===== config.mk =====
export PLATFORM = sky130hd
export DESIGN_NAME = tlb_op_ctrl_flat
export DESIGN_NICKNAME = d
export VERILOG_FILES = /design/src/rtl/tlb_pkg.sv /design/src/rtl/tlb_op_ctrl_if.sv /design/src/rtl/tlb_fill_sel.sv /design/src/rtl/tlb_op_ctrl.sv /design/src/flat_wrapper.sv
export SDC_FILE = /design/constraint.sdc
export NUM_CORES = 1
export LEC_CHECK = 0
export ABC_AREA = 0
export CAP_MARGIN = 10
export CORE_AREA = 2 2 180 182
export DETAILED_ROUTE_END_ITERATION = 12
export DIE_AREA = 0 0 182 184
export GPL_TIMING_DRIVEN = 0
export PLACE_DENSITY = 0.65
export REMOVE_ABC_BUFFERS = 1
export SYNTH_ARGS = -nofsm -noshare
export SYNTH_HDL_FRONTEND = slang
export SYNTH_SLANG_ARGS = --single-unit

===== constraint.sdc =====
create_clock -name clk -period 2.9 [get_ports clk]
set_clock_uncertainty 0.05 [all_clocks]
set_input_delay 0.87 -clock clk [delete_from_list [all_inputs] [get_ports clk]]
set_output_delay 0.87 -clock clk [all_outputs]
set_load 0.02 [all_outputs]

===== src/rtl/tlb_pkg.sv =====
// Shared TLB types: entry image layout, operation codes and controller FSM states.
package tlb_pkg;

    localparam int unsigned TLBNUM_DEF = 16;

    localparam logic [2:0] OpSrch = 3'd0;
    localparam logic [2:0] OpRd   = 3'd1;
    localparam logic [2:0] OpWr   = 3'd2;
    localparam logic [2:0] OpFill = 3'd3;
    localparam logic [2:0] OpInv  = 3'd4;

    typedef struct packed {
        logic [19:0] ppn;
        logic [1:0]  plv;
        logic [1:0]  mat;
        logic        d;
        logic        v;
    } tlb_page_t;

    // 89 bits; e is the MSB, page 0 sits above page 1.
    typedef struct packed {
        logic        e;
        logic [18:0] vppn;
        logic [5:0]  ps;
        logic [9:0]  asid;
        logic        g;
        tlb_page_t   p0;
        tlb_page_t   p1;
    } tlb_entry_t;

    typedef enum logic [1:0] {
        StIdle,
        StExec,
        StResp
    } ctrl_state_e;

endpackage


===== src/rtl/tlb_op_ctrl_if.sv =====
// Pipeline-side request/response handshake of the TLB op controller.
interface tlb_op_ctrl_if
    import tlb_pkg::*;
#(
    parameter int unsigned TLBNUM = TLBNUM_DEF
);
    localparam int unsigned IW = $clog2(TLBNUM);

    logic          req_valid;
    logic          req_ready;
    logic [2:0]    req_op;
    logic [4:0]    req_inv_op;
    logic [9:0]    req_asid;
    logic [18:0]   req_vppn;
    logic [IW-1:0] req_index;
    tlb_entry_t    req_entry;

    logic          resp_valid;
    logic          resp_ready;
    logic          resp_found;
    logic [IW-1:0] resp_index;
    tlb_entry_t    resp_entry;

    modport master (
        output req_valid, req_op, req_inv_op, req_asid, req_vppn, req_index, req_entry,
        output resp_ready,
        input  req_ready, resp_valid, resp_found, resp_index, resp_entry
    );

    modport slave (
        input  req_valid, req_op, req_inv_op, req_asid, req_vppn, req_index, req_entry,
        input  resp_ready,
        output req_ready, resp_valid, resp_found, resp_index, resp_entry
    );

endinterface


===== src/rtl/tlb_fill_sel.sv =====
// Fill index generator: round-robin counter, or a free-running 4-bit LFSR when
// TLB_FILL_LFSR_EN is defined (TLBNUM must then be 16).
module tlb_fill_sel #(
    parameter  int unsigned TLBNUM = 16,
    localparam int unsigned IW     = $clog2(TLBNUM)
) (
    input  logic          clk,
    input  logic          resetn,
    input  logic          adv_i,
    output logic [IW-1:0] idx_o
);

`ifdef TLB_FILL_LFSR_EN
    logic [3:0] lfsr_q, lfsr_d;
    logic       unused_adv;

    assign unused_adv = adv_i;
    // x^4 + x^3 + 1, advances every cycle regardless of FILL activity.
    assign lfsr_d     = {lfsr_q[2:0], lfsr_q[3] ^ lfsr_q[2]};
    assign idx_o      = IW'(lfsr_q);

    always_ff @(posedge clk or negedge resetn) begin
        if (!resetn) begin
            lfsr_q <= 4'b0001;
        end else begin
            lfsr_q <= lfsr_d;
        end
    end
`else
    logic [IW-1:0] cnt_q, cnt_d;

    always_comb begin
        cnt_d = cnt_q;
        if (adv_i) begin
            cnt_d = (cnt_q == IW'(TLBNUM - 1)) ? '0 : cnt_q + 1'b1;
        end
    end

    assign idx_o = cnt_q;

    always_ff @(posedge clk or negedge resetn) begin
        if (!resetn) begin
            cnt_q <= '0;
        end else begin
            cnt_q <= cnt_d;
        end
    end
`endif

endmodule


===== src/rtl/tlb_op_ctrl.sv =====
// TLB maintenance-op controller: IDLE -> EXEC (one cycle on the TLB ports) -> RESP.
// Fill index source selected by TLB_FILL_LFSR_EN (see tlb_fill_sel).
module tlb_op_ctrl
    import tlb_pkg::*;
#(
    parameter  int unsigned TLBNUM = TLBNUM_DEF,
    localparam int unsigned IW     = $clog2(TLBNUM)
) (
    input  logic          clk,
    input  logic          resetn,
    tlb_op_ctrl_if.slave  pif,
    output logic          busy,
    output logic [18:0]   s1_vppn,
    output logic [9:0]    s1_asid,
    input  logic          s1_found,
    input  logic [IW-1:0] s1_index,
    output logic          tlb_we,
    output logic [IW-1:0] tlb_w_index,
    output tlb_entry_t    tlb_w_entry,
    output logic [IW-1:0] tlb_r_index,
    input  tlb_entry_t    tlb_r_entry,
    output logic          invtlb_valid,
    output logic [4:0]    invtlb_op
);

    ctrl_state_e   state_q, state_d;
    logic          accept;
    logic          fill_adv;
    logic [IW-1:0] fill_idx;

    logic [2:0]    op_q;
    logic [4:0]    inv_op_q;
    logic [9:0]    asid_q;
    logic [18:0]   vppn_q;
    logic [IW-1:0] index_q;
    tlb_entry_t    entry_q;

    logic          resp_found_q, resp_found_d;
    logic [IW-1:0] resp_index_q, resp_index_d;
    tlb_entry_t    resp_entry_q, resp_entry_d;

    tlb_fill_sel #(
        .TLBNUM(TLBNUM)
    ) u_fill_sel (
        .clk   (clk),
        .resetn(resetn),
        .adv_i (fill_adv),
        .idx_o (fill_idx)
    );

    // req_ready is gated by resetn so every output reads 0 while reset is held.
    assign accept         = pif.req_valid && (state_q == StIdle);
    assign pif.req_ready  = (state_q == StIdle) && resetn;
    assign busy           = (state_q != StIdle);
    assign pif.resp_valid = (state_q == StResp);
    assign pif.resp_found = resp_found_q;
    assign pif.resp_index = resp_index_q;
    assign pif.resp_entry = resp_entry_q;

    always_comb begin
        state_d      = state_q;
        resp_found_d = resp_found_q;
        resp_index_d = resp_index_q;
        resp_entry_d = resp_entry_q;
        fill_adv     = 1'b0;
        s1_vppn      = '0;
        s1_asid      = '0;
        tlb_we       = 1'b0;
        tlb_w_index  = '0;
        tlb_w_entry  = '0;
        tlb_r_index  = '0;
        invtlb_valid = 1'b0;
        invtlb_op    = '0;

        unique case (state_q)
            StIdle: begin
                if (accept) state_d = StExec;
            end
            StExec: begin
                state_d      = StResp;
                resp_found_d = 1'b0;
                resp_index_d = '0;
                resp_entry_d = '0;
                case (op_q)
                    OpSrch: begin
                        s1_vppn      = vppn_q;
                        s1_asid      = asid_q;
                        resp_found_d = s1_found;
                        resp_index_d = s1_found ? s1_index : '0;
                    end
                    OpRd: begin
                        tlb_r_index  = index_q;
                        resp_entry_d = tlb_r_entry;
                        resp_found_d = tlb_r_entry.e;
                        resp_index_d = index_q;
                    end
                    OpWr: begin
                        tlb_we       = 1'b1;
                        tlb_w_index  = index_q;
                        tlb_w_entry  = entry_q;
                        resp_found_d = 1'b1;
                        resp_index_d = index_q;
                    end
                    OpFill: begin
                        tlb_we       = 1'b1;
                        tlb_w_index  = fill_idx;
                        tlb_w_entry  = entry_q;
                        fill_adv     = 1'b1;
                        resp_found_d = 1'b1;
                        resp_index_d = fill_idx;
                    end
                    OpInv: begin
                        invtlb_valid = 1'b1;
                        invtlb_op    = inv_op_q;
                        s1_vppn      = vppn_q;
                        s1_asid      = asid_q;
                        resp_found_d = 1'b1;
                    end
                    default: ;
                endcase
            end
            StResp: begin
                if (pif.resp_ready) state_d = StIdle;
            end
            default: state_d = StIdle;
        endcase
    end

    always_ff @(posedge clk or negedge resetn) begin
        if (!resetn) begin
            state_q      <= StIdle;
            resp_found_q <= 1'b0;
            resp_index_q <= '0;
            resp_entry_q <= '0;
        end else begin
            state_q      <= state_d;
            resp_found_q <= resp_found_d;
            resp_index_q <= resp_index_d;
            resp_entry_q <= resp_entry_d;
        end
    end

    always_ff @(posedge clk or negedge resetn) begin
        if (!resetn) begin
            op_q     <= '0;
            inv_op_q <= '0;
            asid_q   <= '0;
            vppn_q   <= '0;
            index_q  <= '0;
            entry_q  <= '0;
        end else if (accept) begin
            op_q     <= pif.req_op;
            inv_op_q <= pif.req_inv_op;
            asid_q   <= pif.req_asid;
            vppn_q   <= pif.req_vppn;
            index_q  <= pif.req_index;
            entry_q  <= pif.req_entry;
        end
    end

endmodule


===== src/flat_wrapper.sv =====
// flat-port wrapper written by rule: the top's interface ports become plain ports
module tlb_op_ctrl_flat import tlb_pkg::*;
#(
    parameter  int unsigned TLBNUM = TLBNUM_DEF,
    localparam int unsigned IW     = $clog2(TLBNUM)
)
  (clk, resetn, busy, s1_vppn, s1_asid, s1_found, s1_index, tlb_we, tlb_w_index, tlb_w_entry, tlb_r_index, tlb_r_entry, invtlb_valid, invtlb_op, pif_req_valid, pif_req_op, pif_req_inv_op, pif_req_asid, pif_req_vppn, pif_req_index, pif_req_entry, pif_resp_ready, pif_req_ready, pif_resp_valid, pif_resp_found, pif_resp_index, pif_resp_entry);
  tlb_op_ctrl_if #(.TLBNUM(TLBNUM)) pif_i ();
  input  logic clk;
  input  logic resetn;
  output logic busy;
  output logic [18:0] s1_vppn;
  output logic [9:0] s1_asid;
  input  logic s1_found;
  input  logic [IW-1:0] s1_index;
  output logic tlb_we;
  output logic [IW-1:0] tlb_w_index;
  output tlb_entry_t tlb_w_entry;
  output logic [IW-1:0] tlb_r_index;
  input  tlb_entry_t tlb_r_entry;
  output logic invtlb_valid;
  output logic [4:0] invtlb_op;
  input wire logic [$bits(pif_i.req_valid)-1:0] pif_req_valid;
  input wire logic [$bits(pif_i.req_op)-1:0] pif_req_op;
  input wire logic [$bits(pif_i.req_inv_op)-1:0] pif_req_inv_op;
  input wire logic [$bits(pif_i.req_asid)-1:0] pif_req_asid;
  input wire logic [$bits(pif_i.req_vppn)-1:0] pif_req_vppn;
  input wire logic [$bits(pif_i.req_index)-1:0] pif_req_index;
  input wire logic [$bits(pif_i.req_entry)-1:0] pif_req_entry;
  input wire logic [$bits(pif_i.resp_ready)-1:0] pif_resp_ready;
  output wire logic [$bits(pif_i.req_ready)-1:0] pif_req_ready;
  output wire logic [$bits(pif_i.resp_valid)-1:0] pif_resp_valid;
  output wire logic [$bits(pif_i.resp_found)-1:0] pif_resp_found;
  output wire logic [$bits(pif_i.resp_index)-1:0] pif_resp_index;
  output wire logic [$bits(pif_i.resp_entry)-1:0] pif_resp_entry;
  assign pif_i.req_valid = pif_req_valid;
  assign pif_i.req_op = pif_req_op;
  assign pif_i.req_inv_op = pif_req_inv_op;
  assign pif_i.req_asid = pif_req_asid;
  assign pif_i.req_vppn = pif_req_vppn;
  assign pif_i.req_index = pif_req_index;
  assign pif_i.req_entry = pif_req_entry;
  assign pif_i.resp_ready = pif_resp_ready;
  assign pif_req_ready = pif_i.req_ready;
  assign pif_resp_valid = pif_i.resp_valid;
  assign pif_resp_found = pif_i.resp_found;
  assign pif_resp_index = pif_i.resp_index;
  assign pif_resp_entry = pif_i.resp_entry;
  tlb_op_ctrl #(.TLBNUM(TLBNUM)) u_core (.clk(clk), .resetn(resetn), .pif(pif_i), .busy(busy), .s1_vppn(s1_vppn), .s1_asid(s1_asid), .s1_found(s1_found), .s1_index(s1_index), .tlb_we(tlb_we), .tlb_w_index(tlb_w_index), .tlb_w_entry(tlb_w_entry), .tlb_r_index(tlb_r_index), .tlb_r_entry(tlb_r_entry), .invtlb_valid(invtlb_valid), .invtlb_op(invtlb_op));
endmodule

==> impl_metrics.csv <==
group,metric,value,unit
synthesis,syn_inst,692,
synthesis,yosys.area.top_type_share,60.4,%
synthesis,ys_seq_area_share,60.4,%
floorplan,fp.coreArea,31400,um^2
outcome,violations,"setup timing",
synthesis,yosys_warnings,0,
grt,antenna_found_initial,6,
routing,routed_wl,36300,um
cells_and_area,final_cells,1626,
synthesis,ys_top_cells_by_area,"dfrtp_1 60%, mux2_2 16%, a22o_1 8.1%",
outcome,status,"finished, violations left",
cts,clock-sinks,230,
place,hpwl,21800,um
timing,slew_headroom,48.6,%
power_and_ir_drop,p_per_area,947,nW/um^2
routing,drc,0,
timing,rsz0062_at_grt,"yes",
worst_setup_path,path_max_fanout,8,
synthesis,synth_edf_count,0,
worst_setup_path,crit_chain,"or3b_4, buf_12, buf_12, inv_12, and2_4, buf_6",
routing,viasPerCell,4.71,
cts,hold_buffers,0,
worst_setup_path,crit_arrival,2190,ps
cts,path_clk_slew,60,ps
timing,period_share,107,%
routing,wl_per_cell,22.3,um
floorplan,floorplan.initialDensity,30.3,%
grt,grt_max_degree,55,
cells_and_area,drive_above_1_share,41.7,%
min_path,hold_path.class,"in2async",
grt,grt_pass1_vias,8081,
synthesis,postSynthAreaPerCell,13.8,um^2
worst_setup_path,crit_path_start_kind,"flip-flop",
synthesis,ys_top_cells_by_count,"230 x dfrtp_1, 132 x mux2_2, 123 x and2_1",
worst_setup_path,r2r-end,"u_core.vppn_q[0]",
timing,slew_viol_final,0,
floorplan,fp.dieW,182,um
grt,grt_first_pass_wirelength,50700,um
grt,grt_overflow,0,
place,portBuffers,457,
timing,fmax,321,MHz
floorplan,die_area,33500,um^2
power_and_ir_drop,power,16000,uW
synthesis,yosysTopAreaCell,"dfrtp_1",
place,dpl_worst_slack,-963,ps
synthesis,ys.flop_type,"dfrtp_1",
cells_and_area,nNetsFinal,1426,
timing,min_period,3110,ps
job,maxCapViolations,0,
routing,drt_iter0_drc,237,
worst_setup_path,crit_slowest_cell,"dfrtp_4",
routing,vias,7660,
worst_setup_path,rr_startpoint,"u_core.state_q[1]",
worst_setup_path,r2r_slack,360,ps
routing,ant_nets,0,
worst_setup_path,crit_top_cell,"buf_12",
cts,htreeDepth,1,
synthesis,async_flop_share,100,%
worst_setup_path,critPathKind,"reg2out",
timing,setup_slack,-212,ps
timing,setup_viol,127,
place,gp_congestion,0.760,
place,dp.cells,1514,
power_and_ir_drop,ir_drop,0.000531,V
cells_and_area,syn2layout_area_growth,77.4,%
floorplan,ios,458,
synthesis,ys_ff_latch,230,
floorplan,die_y,184,um
routing,first_pass_iters,4,
cts,root_buffer,"clkbuf_16",
worst_setup_path,r2r_cells,6,
grt,grt_usage,19.9,%
cts,numCtsBuffers,27,
synthesis,ys_types,36,
synthesis,synth_area,9520,um^2
cts,clk_path_buf_depth,3,
timing,hold_viol_final,0,
power_and_ir_drop,power.leakage,0.00754,uW
floorplan,rows,65,
cts,cts_tree,"built",
cts,insertion_delay,540,ps
worst_setup_path,slowest_delay,520,ps
worst_setup_path,worstPathRequired,1980,ps
worst_setup_path,worstSetupEndpointType,"output pin",
timing,tightest_slew,769,ps
synthesis,yosys.cell_count.top_type,"dfrtp_1",
## report_power, final
group / switching (uW) / internal (uW)
Combinational: 3060 / 3720
Sequential: 895 / 4690
Clock: 1410 / 2220
## area by class of cell
cell class,count,area [um^2]
Fill cell,2661,14500
Sequential cell,230,5770
Timing Repair Buffer,514,5640
Multi-Input combinational cell,406,3770
Clock buffer,39,781
Tap cell,402,503
Timing Repair inverter,13,206
Clock inverter,11,165
Inverter,5,45.0
Antenna cell,6,15.0
## through the flow
| stage | area (um^2) | util (%) | setup TNS [ps] | hold slack [ps] |
|---|---|---|---|---|
| floorplan | 9210 | - | -841080 | 422 |
| global route | 16900 | 53.8 | -25760 | 63.9 |
| global placement | 14300 | 45.5 | -4123000 | 413 |
| detailed placement | 14600 | 46.5 | -79890 | 430 |
| CTS | 16200 | 51.7 | -23050 | 90.2 |
| finish | 16900 | 53.8 | -17940 | 87.4 |
## kinds of logic (layout without fill, tap and decap cells)
logic type,after synthesis,in the layout,share of synthesized area [%]
buffers and inverters,57,582,3.59
and+or+nand+nor,158,159,10.1
DFF,230,230,60.4
muxes,136,136,16.0
xor gates and xnor gates,1,1,0.0920
AOI/OAI and AO/OA,109,109,9.62
adders and majority gates,1,1,0.131
other,0,6,0
## flip-flops by register name (all words and copies together) (netlist names)
register,count
u_core.inv_op_q,5
u_core.pif.resp_found,1
u_core.op_q,3
u_core.state_q,2
u_core.index_q,4
u_core.pif.resp_entry,89
u_core.entry_q,89
u_core.u_fill_sel.idx_o,4
u_core.pif.resp_index,4
u_core.vppn_q,19
u_core.asid_q,10
## worst max path at each step
stage                            from         endpoint  slack [ps]  cells past startpoint
finish                 u_core.op_q[2]  tlb_w_entry[38]        -210                      6
global route           u_core.op_q[2]  tlb_w_entry[31]        -270                      6
CTS                 u_core.state_q[1]   tlb_w_entry[5]        -280                      6
detailed placement             resetn    pif_req_ready        -960                      6
global placement    u_core.state_q[1]   tlb_r_index[1]      -10570                      4
floorplan           u_core.state_q[1]   tlb_r_index[0]       -5530                      3
## per-layer routing
metal  GRT usage [%]  vias up  share of wire, %
met2            34.6      352                51
met1            22.1     3787                36
li1                -     3464                 -
met5               0        -             0.050
met3            8.62       55                11
met4            5.48        2               2.4
## layout by cell type, fill, tap and decap left out, types with 3 or more instances in the layout
cell and n:
o21ai_0 5, clkbuf_1 6, buf_12 13, buf_8 4, clkinv_8 8, buf_16 4, clkdlybuf4s50_1 321, and2_4 105
buf_4 33, a22o_1 88, diode_2 6, clkbuf_8 6, clkbuf_16 30, a21oi_1 5, dfrtp_1 225, bufbuf_16 7
inv_12 4, and3_4 5, nand2b_1 3, bufinv_16 4, nand2_1 10, inv_1 4, buf_6 125, nor2_4 3
a32o_1 4, dfrtp_2 3, and2_1 18, mux2i_1 4, mux2_2 132, clkinv_2 4
## critical path: cells and delay by family, from the launching register on
kind                   cells  cell delay (ps)
DFF                        1              520
buffers and inverters      4              530
and+or+nand+nor            2              560
## repair_timing
action / in CTS / in global routing
endpoints found under the hold margin: 0 / 0
endpoints found under the setup margin: 134 / 134
setup buffers: 24 / 10
pin swaps: 9 / 71
gates resized for setup: 781 / 180
cloned: 16 / 9
Power figures use the tool's default switching activity.
